[src/rtl/replay_pkg.sv]
// Shared types and helpers for the ping-pong replay buffer sequencer.
//   replay_state_t : replay FSM encoding
//   idx_w()        : index width for a given bank depth (one spare bit)
//   is_grst_state(), is_read_state(), stream_of() : state decode helpers
package replay_pkg;

  typedef enum logic [2:0] {
    IDLE  = 3'd0,
    GRST0 = 3'd1,
    RD0   = 3'd2,
    GRST1 = 3'd3,
    RD1   = 3'd4
  } replay_state_t;

  // Index width: one bit wider than needed to address the bank.
  function automatic int unsigned idx_w(input int unsigned depth);
    return 32'($clog2(depth)) + 32'd1;
  endfunction

  // States that pulse the column gamma reset.
  function automatic logic is_grst_state(input replay_state_t s);
    return (s == GRST0) || (s == GRST1);
  endfunction

  // States that present a replay beat to the column.
  function automatic logic is_read_state(input replay_state_t s);
    return (s == RD0) || (s == RD1);
  endfunction

  // Stream owning the state: 0 = data_in1, 1 = data_in2.
  function automatic logic stream_of(input replay_state_t s);
    return (s == GRST1) || (s == RD1);
  endfunction

endpackage

[src/rtl/replay_idx_counter.sv]
// Bank index counter: synchronous clear, count enable, saturates at DEPTH-1.
//   clk, rstb : clock and synchronous active-low reset
//   clr       : force index to 0 (wins over en)
//   en        : advance by one unless already at DEPTH-1
//   idx       : registered index
//   at_last_c : idx == DEPTH-1 (combinational decode of idx)
module replay_idx_counter #(
  parameter int unsigned DEPTH = 16,
  parameter int unsigned IDX_W = 5
) (
  input  logic             clk,
  input  logic             rstb,
  input  logic             clr,
  input  logic             en,
  output logic [IDX_W-1:0] idx,
  output logic             at_last_c
);

  localparam logic [IDX_W-1:0] LAST_IDX = IDX_W'(DEPTH - 1);

  assign at_last_c = (idx == LAST_IDX);

  // Index register; holds at the last entry so it never exceeds DEPTH-1.
  always_ff @(posedge clk) begin
    if (!rstb) begin
      idx <= '0;
    end else if (clr) begin
      idx <= '0;
    end else if (en && !at_last_c) begin
      idx <= idx + IDX_W'(1);
    end
  end

endmodule

[src/rtl/replay_buffer_ctrl.sv]
// Sequencer for a two-input ping-pong replay buffer feeding one multiplexed
// column. Each gamma cycle it captures spikes into one bank, swaps banks on
// the gamma boundary, and replays the filled bank to the column twice
// (stream 0 then stream 1), each pass preceded by a one-cycle column reset.
//   clk, rstb   : clock, synchronous active-low reset
//   grst        : gamma reset; rising edge marks a gamma boundary
//   col_ready   : column accepts the presented beat this cycle
//   wr_en       : capture bank write enable
//   wr_idx      : capture bank write address
//   buf_sel     : 1 = write bank0/read bank1, 0 = write bank1/read bank0
//   rd_idx      : replay read address
//   mux_sel     : stream being replayed
//   rd_valid    : rd_idx/mux_sel carry a valid beat
//   col_grst    : one-cycle column gamma reset before each stream
//   replay_done : one-cycle pulse after the last stream-1 beat is accepted
//   overrun_err : sticky, gamma boundary seen while a replay was running
module replay_buffer_ctrl
  import replay_pkg::*;
#(
  parameter  int unsigned BUFFER_DEPTH = 16,
  parameter  int unsigned NUM_INPUTS   = 2,
  localparam int unsigned IDX_W        = idx_w(BUFFER_DEPTH)
) (
  input  logic             clk,
  input  logic             rstb,
  input  logic             grst,
  input  logic             col_ready,
  output logic             wr_en,
  output logic [IDX_W-1:0] wr_idx,
  output logic             buf_sel,
  output logic [IDX_W-1:0] rd_idx,
  output logic             mux_sel,
  output logic             rd_valid,
  output logic             col_grst,
  output logic             replay_done,
  output logic             overrun_err
);

  if (NUM_INPUTS != 2) begin : g_bad_num_inputs
    $error("replay_buffer_ctrl supports exactly two multiplexed inputs");
  end

  replay_state_t state;
  replay_state_t state_d;

  logic grst_q;
  logic grst_armed;
  logic active;
  logic gstart;
  logic capture_full;
  logic wr_at_last;
  logic rd_at_last;
  logic rd_accept;
  logic rd_last_accept;

  logic col_grst_d;
  logic rd_valid_d;
  logic mux_sel_d;
  logic replay_done_d;

  // grst_armed blocks a false boundary when grst is already high at reset
  // release; it arms once grst has been seen low.
  assign gstart         = grst & ~grst_q & grst_armed;
  // The bank about to be read holds a complete capture.
  assign capture_full   = active & ~wr_en;
  assign rd_accept      = is_read_state(state) & col_ready;
  assign rd_last_accept = rd_accept & rd_at_last;

  // Edge detect, activity flag, bank swap and sticky overrun.
  always_ff @(posedge clk) begin
    if (!rstb) begin
      grst_q      <= 1'b0;
      grst_armed  <= 1'b0;
      active      <= 1'b0;
      buf_sel     <= 1'b0;
      overrun_err <= 1'b0;
    end else begin
      grst_q     <= grst;
      grst_armed <= grst_armed | ~grst;
      if (gstart) begin
        active  <= 1'b1;
        buf_sel <= ~buf_sel;
      end
      if (gstart && (state != IDLE)) begin
        overrun_err <= 1'b1;
      end
    end
  end

  // Capture write enable: one full bank per gamma cycle, then idle.
  always_ff @(posedge clk) begin
    if (!rstb) begin
      wr_en <= 1'b0;
    end else if (gstart) begin
      wr_en <= 1'b1;
    end else if (wr_en && wr_at_last) begin
      wr_en <= 1'b0;
    end
  end

  replay_idx_counter #(
    .DEPTH (BUFFER_DEPTH),
    .IDX_W (IDX_W)
  ) u_wr_cnt (
    .clk       (clk),
    .rstb      (rstb),
    .clr       (gstart),
    .en        (wr_en),
    .idx       (wr_idx),
    .at_last_c (wr_at_last)
  );

  // Read index restarts for each stream and on every gamma boundary, so it
  // is 0 whenever no beat is being presented.
  replay_idx_counter #(
    .DEPTH (BUFFER_DEPTH),
    .IDX_W (IDX_W)
  ) u_rd_cnt (
    .clk       (clk),
    .rstb      (rstb),
    .clr       (gstart | rd_last_accept),
    .en        (rd_accept),
    .idx       (rd_idx),
    .at_last_c (rd_at_last)
  );

  // Replay state register.
  always_ff @(posedge clk) begin
    if (!rstb) begin
      state <= IDLE;
    end else begin
      state <= state_d;
    end
  end

  // Next state: a gamma boundary restarts (or cancels) the replay from any state.
  always_comb begin
    state_d = state;
    if (gstart) begin
      state_d = capture_full ? GRST0 : IDLE;
    end else begin
      unique case (state)
        IDLE:    state_d = IDLE;
        GRST0:   state_d = RD0;
        RD0:     if (rd_last_accept) state_d = GRST1;
        GRST1:   state_d = RD1;
        RD1:     if (rd_last_accept) state_d = IDLE;
        default: state_d = IDLE;
      endcase
    end
  end

  // Output decode from the upcoming state so the outputs are registered.
  always_comb begin
    col_grst_d    = is_grst_state(state_d);
    rd_valid_d    = is_read_state(state_d);
    mux_sel_d     = stream_of(state_d);
    replay_done_d = (state == RD1) & rd_last_accept & ~gstart;
  end

  // Registered replay outputs.
  always_ff @(posedge clk) begin
    if (!rstb) begin
      col_grst    <= 1'b0;
      rd_valid    <= 1'b0;
      mux_sel     <= 1'b0;
      replay_done <= 1'b0;
    end else begin
      col_grst    <= col_grst_d;
      rd_valid    <= rd_valid_d;
      mux_sel     <= mux_sel_d;
      replay_done <= replay_done_d;
    end
  end

endmodule
[config.mk]
export PLATFORM = sky130hd
export DESIGN_NAME = replay_buffer_ctrl
export DESIGN_NICKNAME = d
export VERILOG_FILES = /design/src/rtl/replay_pkg.sv /design/src/rtl/replay_idx_counter.sv /design/src/rtl/replay_buffer_ctrl.sv
export SDC_FILE = /design/constraint.sdc
export NUM_CORES = 1
export LEC_CHECK = 0
export CAP_MARGIN = 10
export CORE_MARGIN = 2
export CORE_UTILIZATION = 25
export CTS_CLUSTER_SIZE = 24
export DETAILED_ROUTE_END_ITERATION = 10
export RECOVER_POWER = 25
export SLEW_MARGIN = 20
export SYNTH_ARGS = -nofsm -noshare
export SYNTH_HDL_FRONTEND = slang
export SYNTH_HIERARCHICAL = 1
export SYNTH_SLANG_ARGS = --single-unit
[constraint.sdc]
create_clock -name clk -period 2 [get_ports clk]
set_clock_uncertainty 0.05 [all_clocks]
set_input_delay 0.4 -clock clk [delete_from_list [all_inputs] [get_ports clk]]
set_output_delay 0.4 -clock clk [all_outputs]
set_load 0.02 [all_outputs]
; Word level (Yosys, flattened, before mapping)
; Index checks and enable logic that the tools add are counted.
[op_classes]
bitwise_logic = 15
n_reduce_logical = 14
n_addsub = 2
eq_ne = 10
n_mux = 7
[op_table]
columns = operator, n
row1 = $eq 3x2->1 const B, 4
row2 = $pmux 3 s4, 1
row3 = $add 5x1->5 const B, 2
row4 = $eq 5x4->1 const B, 2
row5 = $mux 3, 3
row6 = $and 1x1->1, 7
row7 = $eq 3x1->1 const B, 2
row8 = $eq 3x3->1 const B, 2
row9 = $not 1->1, 6
row10 = $logic_and 1x1->1, 4
row11 = $logic_or 1x1->1, 4
row12 = $reduce_or 2->1, 2
row13 = $mux 1, 3
row14 = $reduce_bool 3->1, 1
row15 = $logic_not 1->1, 2
row16 = $or 1x1->1, 2
row17 = $reduce_bool 2->1, 1
[word_totals]
out_inout_bits = 17
elab_cells = 61
register_bits = 23
in_bits = 4

; Depth between registers and ports, before layout
; Gate-level depths: netlist of run 1.
[logic_depth]
depth_word = 9
depth_mapped = 6
mapped_depth_nobuf = 6

; Hierarchy
; Netlist of run 1, hierarchy kept.
[modules_own_cells]
columns = module, cells_per_inst, area_per_inst_um2, seq_area_each_um2, n_inst
row1 = replay_buffer_ctrl, 51, 488.0, 260.2, 1
row2 = replay_idx_counter, 26, 241.5, 100.1, 2

; Least setup slack after synthesis of run 1
; Ideal clock, no wire load.
[synth_path]
path_type = register -> register
start = register u_rd_cnt.idx[0]
end = register col_grst
arrival_time_ns = 1.666
stages_incl_launch_ff = 7
path_buffers = 0
setup_ns = 0.079
setup_slack_ns = 0.206
period_less_slack_ns = 1.794
required_ns = 1.871
path_cell_list = dfxtp_1 ha_1 and3_1 ha_1 nand2_1 or3b_1 o22ai_1
[synth_via]
elab_chain_len = 7
elab_cells_between_ends = 9
classes_between = eq/ne: 3 / mux: 4 / bitwise: 1 / reduce/logical: 1
[synth_rtl]
columns = element, line_no
row1 = from (decl), replay_idx_counter.sv:15  ; output logic [IDX_W-1:0] idx,
row2 = from (signal assigned), replay_idx_counter.sv:30  ; idx <= idx + IDX_W'(1);
row3 = $eq 5x4->1 *, replay_idx_counter.sv:21  ; assign at_last_c = (idx == LAST_IDX);
row4 = net rd_at_last, replay_buffer_ctrl.sv:52  ; logic rd_at_last;
row5 = $and 1x1->1 *, replay_buffer_ctrl.sv:67  ; assign rd_last_accept = rd_accept & rd_at_last;
row6 = "$mux 3, on equally long branches", "replay_buffer_ctrl.sv:147, replay_buffer_ctrl.sv:145"
row7 = $pmux 3 s4 *, replay_buffer_ctrl.sv:142  ; unique case (state)
row8 = $mux 3 *, replay_buffer_ctrl.sv:139  ; if (gstart) begin
row9 = $eq 3x1->1 or $eq 3x2->1 (tied branches), replay_pkg.sv:22  ; return (s == GRST0) || (s == GRST1);
row10 = $logic_or 1x1->1 *, replay_pkg.sv:22
row11 = to (signal assigned), replay_buffer_ctrl.sv:169  ; col_grst <= col_grst_d;
row12 = to (decl), replay_buffer_ctrl.sv:34  ; output logic col_grst,
; Mark *: on every way through the listed nets, which the timed path passes. The rest lies on a longest branch.
; A chain may end at the register's enable or synchronous reset.

; Worst setup path in the final report of run 1
; Same ends and word-level chain as after synthesis.

==> reports/metrics.yaml, run 1 <==
synth_cell_types: 27
drv_slew: 0
antenna_found_initial: 0
first_pass_iters: 4
finalWirelength_um: 1810
grt_pass1_vias: 736
drc: 0
cp.required_ns: 2.14
cp.arrival_ns: 1.95
synth_area_per_cell_um2: 9.43
cts.sinks: 23
num_vias: 771
numCtsBuffers: 3
syn_area_um2: 971
cts_tree: "yes"
overflow: 0
die_w_um: 66.3
seq_area_frac_synth: 0.474
die-area_um2: 4400
grt_usage: 0.0932
boundaryPins: 21
ctsHoldBuffers: 0
clock_latency_ns: 0.26
tightest_slew_ns: 0.326
drtIter0Drc: 19
cts.clk_slew.worst_paths_ns: 0.08
cts_setup_buffers: 0
start_kind: "flip-flop"
chipHeight_um: 66.3
async_flop_share: 0
dp_cells: 173
ant_nets: 0
core_area_um2: 3690
final_cell_mix: "23 x dfxtp_1, 18 x clkdlybuf4s50_1, 9 x nand2_1, 8 x nor2_1, 8 x a21oi_1"
htree_levels: 1
slowest_delay_ns: 0.41
synth_seq_cells: 23
cts_root_buffer: "clkbuf_8"
clock_path_buffers: 2
crit_type: "flip-flop to flip-flop"
grt_max_degree: 13
rows: 22
setup_viol: 0
synth_flop_cell: "dfxtp_1"
layout.cells.non_filler: 177
dp_hpwl_um: 1340
vias_per_cell: 4.36
period_needed_ns: 1.82
worst_setup_path_end_kind: "flip-flop"
relSlewSlack: 0.782
maxCapViolations: 0
syn_nets: 111
min_path_type: "flip-flop to flip-flop"
period_share: 0.909
initial_utilization: 0.263
numPortBuffers: 20
drive_gt1_frac: 0.0775
synth_edf_count: 0
p_per_area_nw_per_um2: 636
grt_pass1_wl_um: 3130
rsz0062_at_grt: "no"
layout_commonest_cell: "dfxtp_1"
ys_warn_count: 6
routedWlPerCell_um: 10.2
fmax_mhz: 550
status: "complete, no violations"
final_hold_viol_count: 0
fin_nets: 138
gp_routability_congestion: 0.817
peakVddDrop_mv: 0.330
crit_path_cell_trace: "ha_1 -> and3_1 -> ha_2 -> nand2_1 -> or3b_1 -> o22ai_1"
syn2layout_area_growth_pct: 33.1
fin_setup_tns_ns: 0
synth_cells: 103
ff2ff_setup_slack_ns: 0.18
crit_slowest_cell: "dfxtp_1"
p_leak_uw: 0.000473
num_antenna_cells: 0
crit_fanout: 6
==> worst max-delay path: cells and delay by family, from the launching register on <==
family,cells,cell delay (ns)
fa+ha+maj,2,0.42
simple gates,3,0.69
compound gates,1,0.19
flops,1,0.41
==> cell usage after synthesis (3+ instances only) <==
cell | count | area share
nand2b_1 | 3 | 0.019
nor2_1 | 8 | 0.031
ha_1 | 4 | 0.052
inv_1 | 4 | 0.015
a21oi_1 | 8 | 0.041
and2b_2 | 3 | 0.027
xnor2_1 | 5 | 0.045
nor3_1 | 3 | 0.015
nand3b_1 | 4 | 0.031
nand3_1 | 3 | 0.015
dfxtp_1 | 23 | 0.47
nand2_1 | 9 | 0.035
==> sequential cells by signal, indices dropped and copies added, names as in the netlist <==
register      cells
u_rd_cnt/idx      5
u_wr_cnt/idx      5
state             3
active            1
buf_sel           1
col_grst          1
grst_armed        1
grst_q            1
mux_sel           1
overrun_err       1
rd_valid          1
replay_done       1
wr_en             1
==> layout make-up <==
class / instances / area (um2)
Fill cell: 389 / 2400
Multi-Input combinational cell: 75 / 493
Sequential cell: 23 / 460
Timing Repair Buffer: 23 / 219
Tap cell: 48 / 60.1
Clock buffer: 4 / 45.0
Inverter: 4 / 15.0
==> metal layers <==
layer	wire, um	up-vias	global-route usage
li1	-	403	-
met2	832	17	0.148
met1	894	351	0.111
met3	84	0	0.0426
met5	0	-	0
met4	0	0	0.0306
==> path summary, 6_finish.rpt <==
kind / from / endpoint / cells after the start
max reg2reg: u_rd_cnt/idx[0] / col_grst / 6
max: u_rd_cnt/idx[0] / col_grst / 6
min: grst_armed / grst_armed / 2
min reg2reg: grst_armed / grst_armed / 2
==> per-stage QoR <==
step / power [uW] / setup slack [ns] / util / hold slack, ns / instance area [um2]
2_1_floorplan: 521 / 0.206 / - / 0.388 / 971
3_3_place_gp: 551 / 0.111 / 0.339 / 0.397 / 1250
3_5_place_dp: 552 / 0.105 / 0.339 / 0.408 / 1250
4_1_cts: 838 / 0.117 / 0.351 / 0.423 / 1290
5_1_grt: 862 / 0.0564 / 0.350 / 0.444 / 1290
6_report: 822 / 0.183 / 0.350 / 0.419 / 1290
==> where the power goes <==
group          total [uW]  switching, uW  leakage (uW)  internal (uW)
logic                64.8           33.8      0.000264           30.9
clock network         283            141     0.0000228            142
registers             474           6.64      0.000186            467
==> cell families (layout without fill, tap and decap cells) <==
group	count (synthesis)	after routing	synth area share
compound gates	20	20	0.126
xor+xnor	7	7	0.0631
flops	23	23	0.474
buf+inv	5	31	0.0193
fa+ha+maj	4	4	0.0515
simple gates	44	44	0.265
==> repair_timing <==
action,in CTS,in global routing
hold endpoints to repair,0,0
setup endpoints to repair,0,1
resized for setup,0,1
Power figures use the tool's default switching activity.
==> run 2: changes to the inputs <==
--- a/config.mk
+++ b/config.mk
@@ -8,7 +8,7 @@
 export CAP_MARGIN = 10
 export CORE_MARGIN = 2
 export CORE_UTILIZATION = 25
-export CTS_CLUSTER_SIZE = 24
+export CTS_CLUSTER_SIZE = 16
 export DETAILED_ROUTE_END_ITERATION = 10
 export RECOVER_POWER = 25
 export SLEW_MARGIN = 20
==> results of run 2 <==
No change in the layout: final DEF, timing and power equal those of run 1.
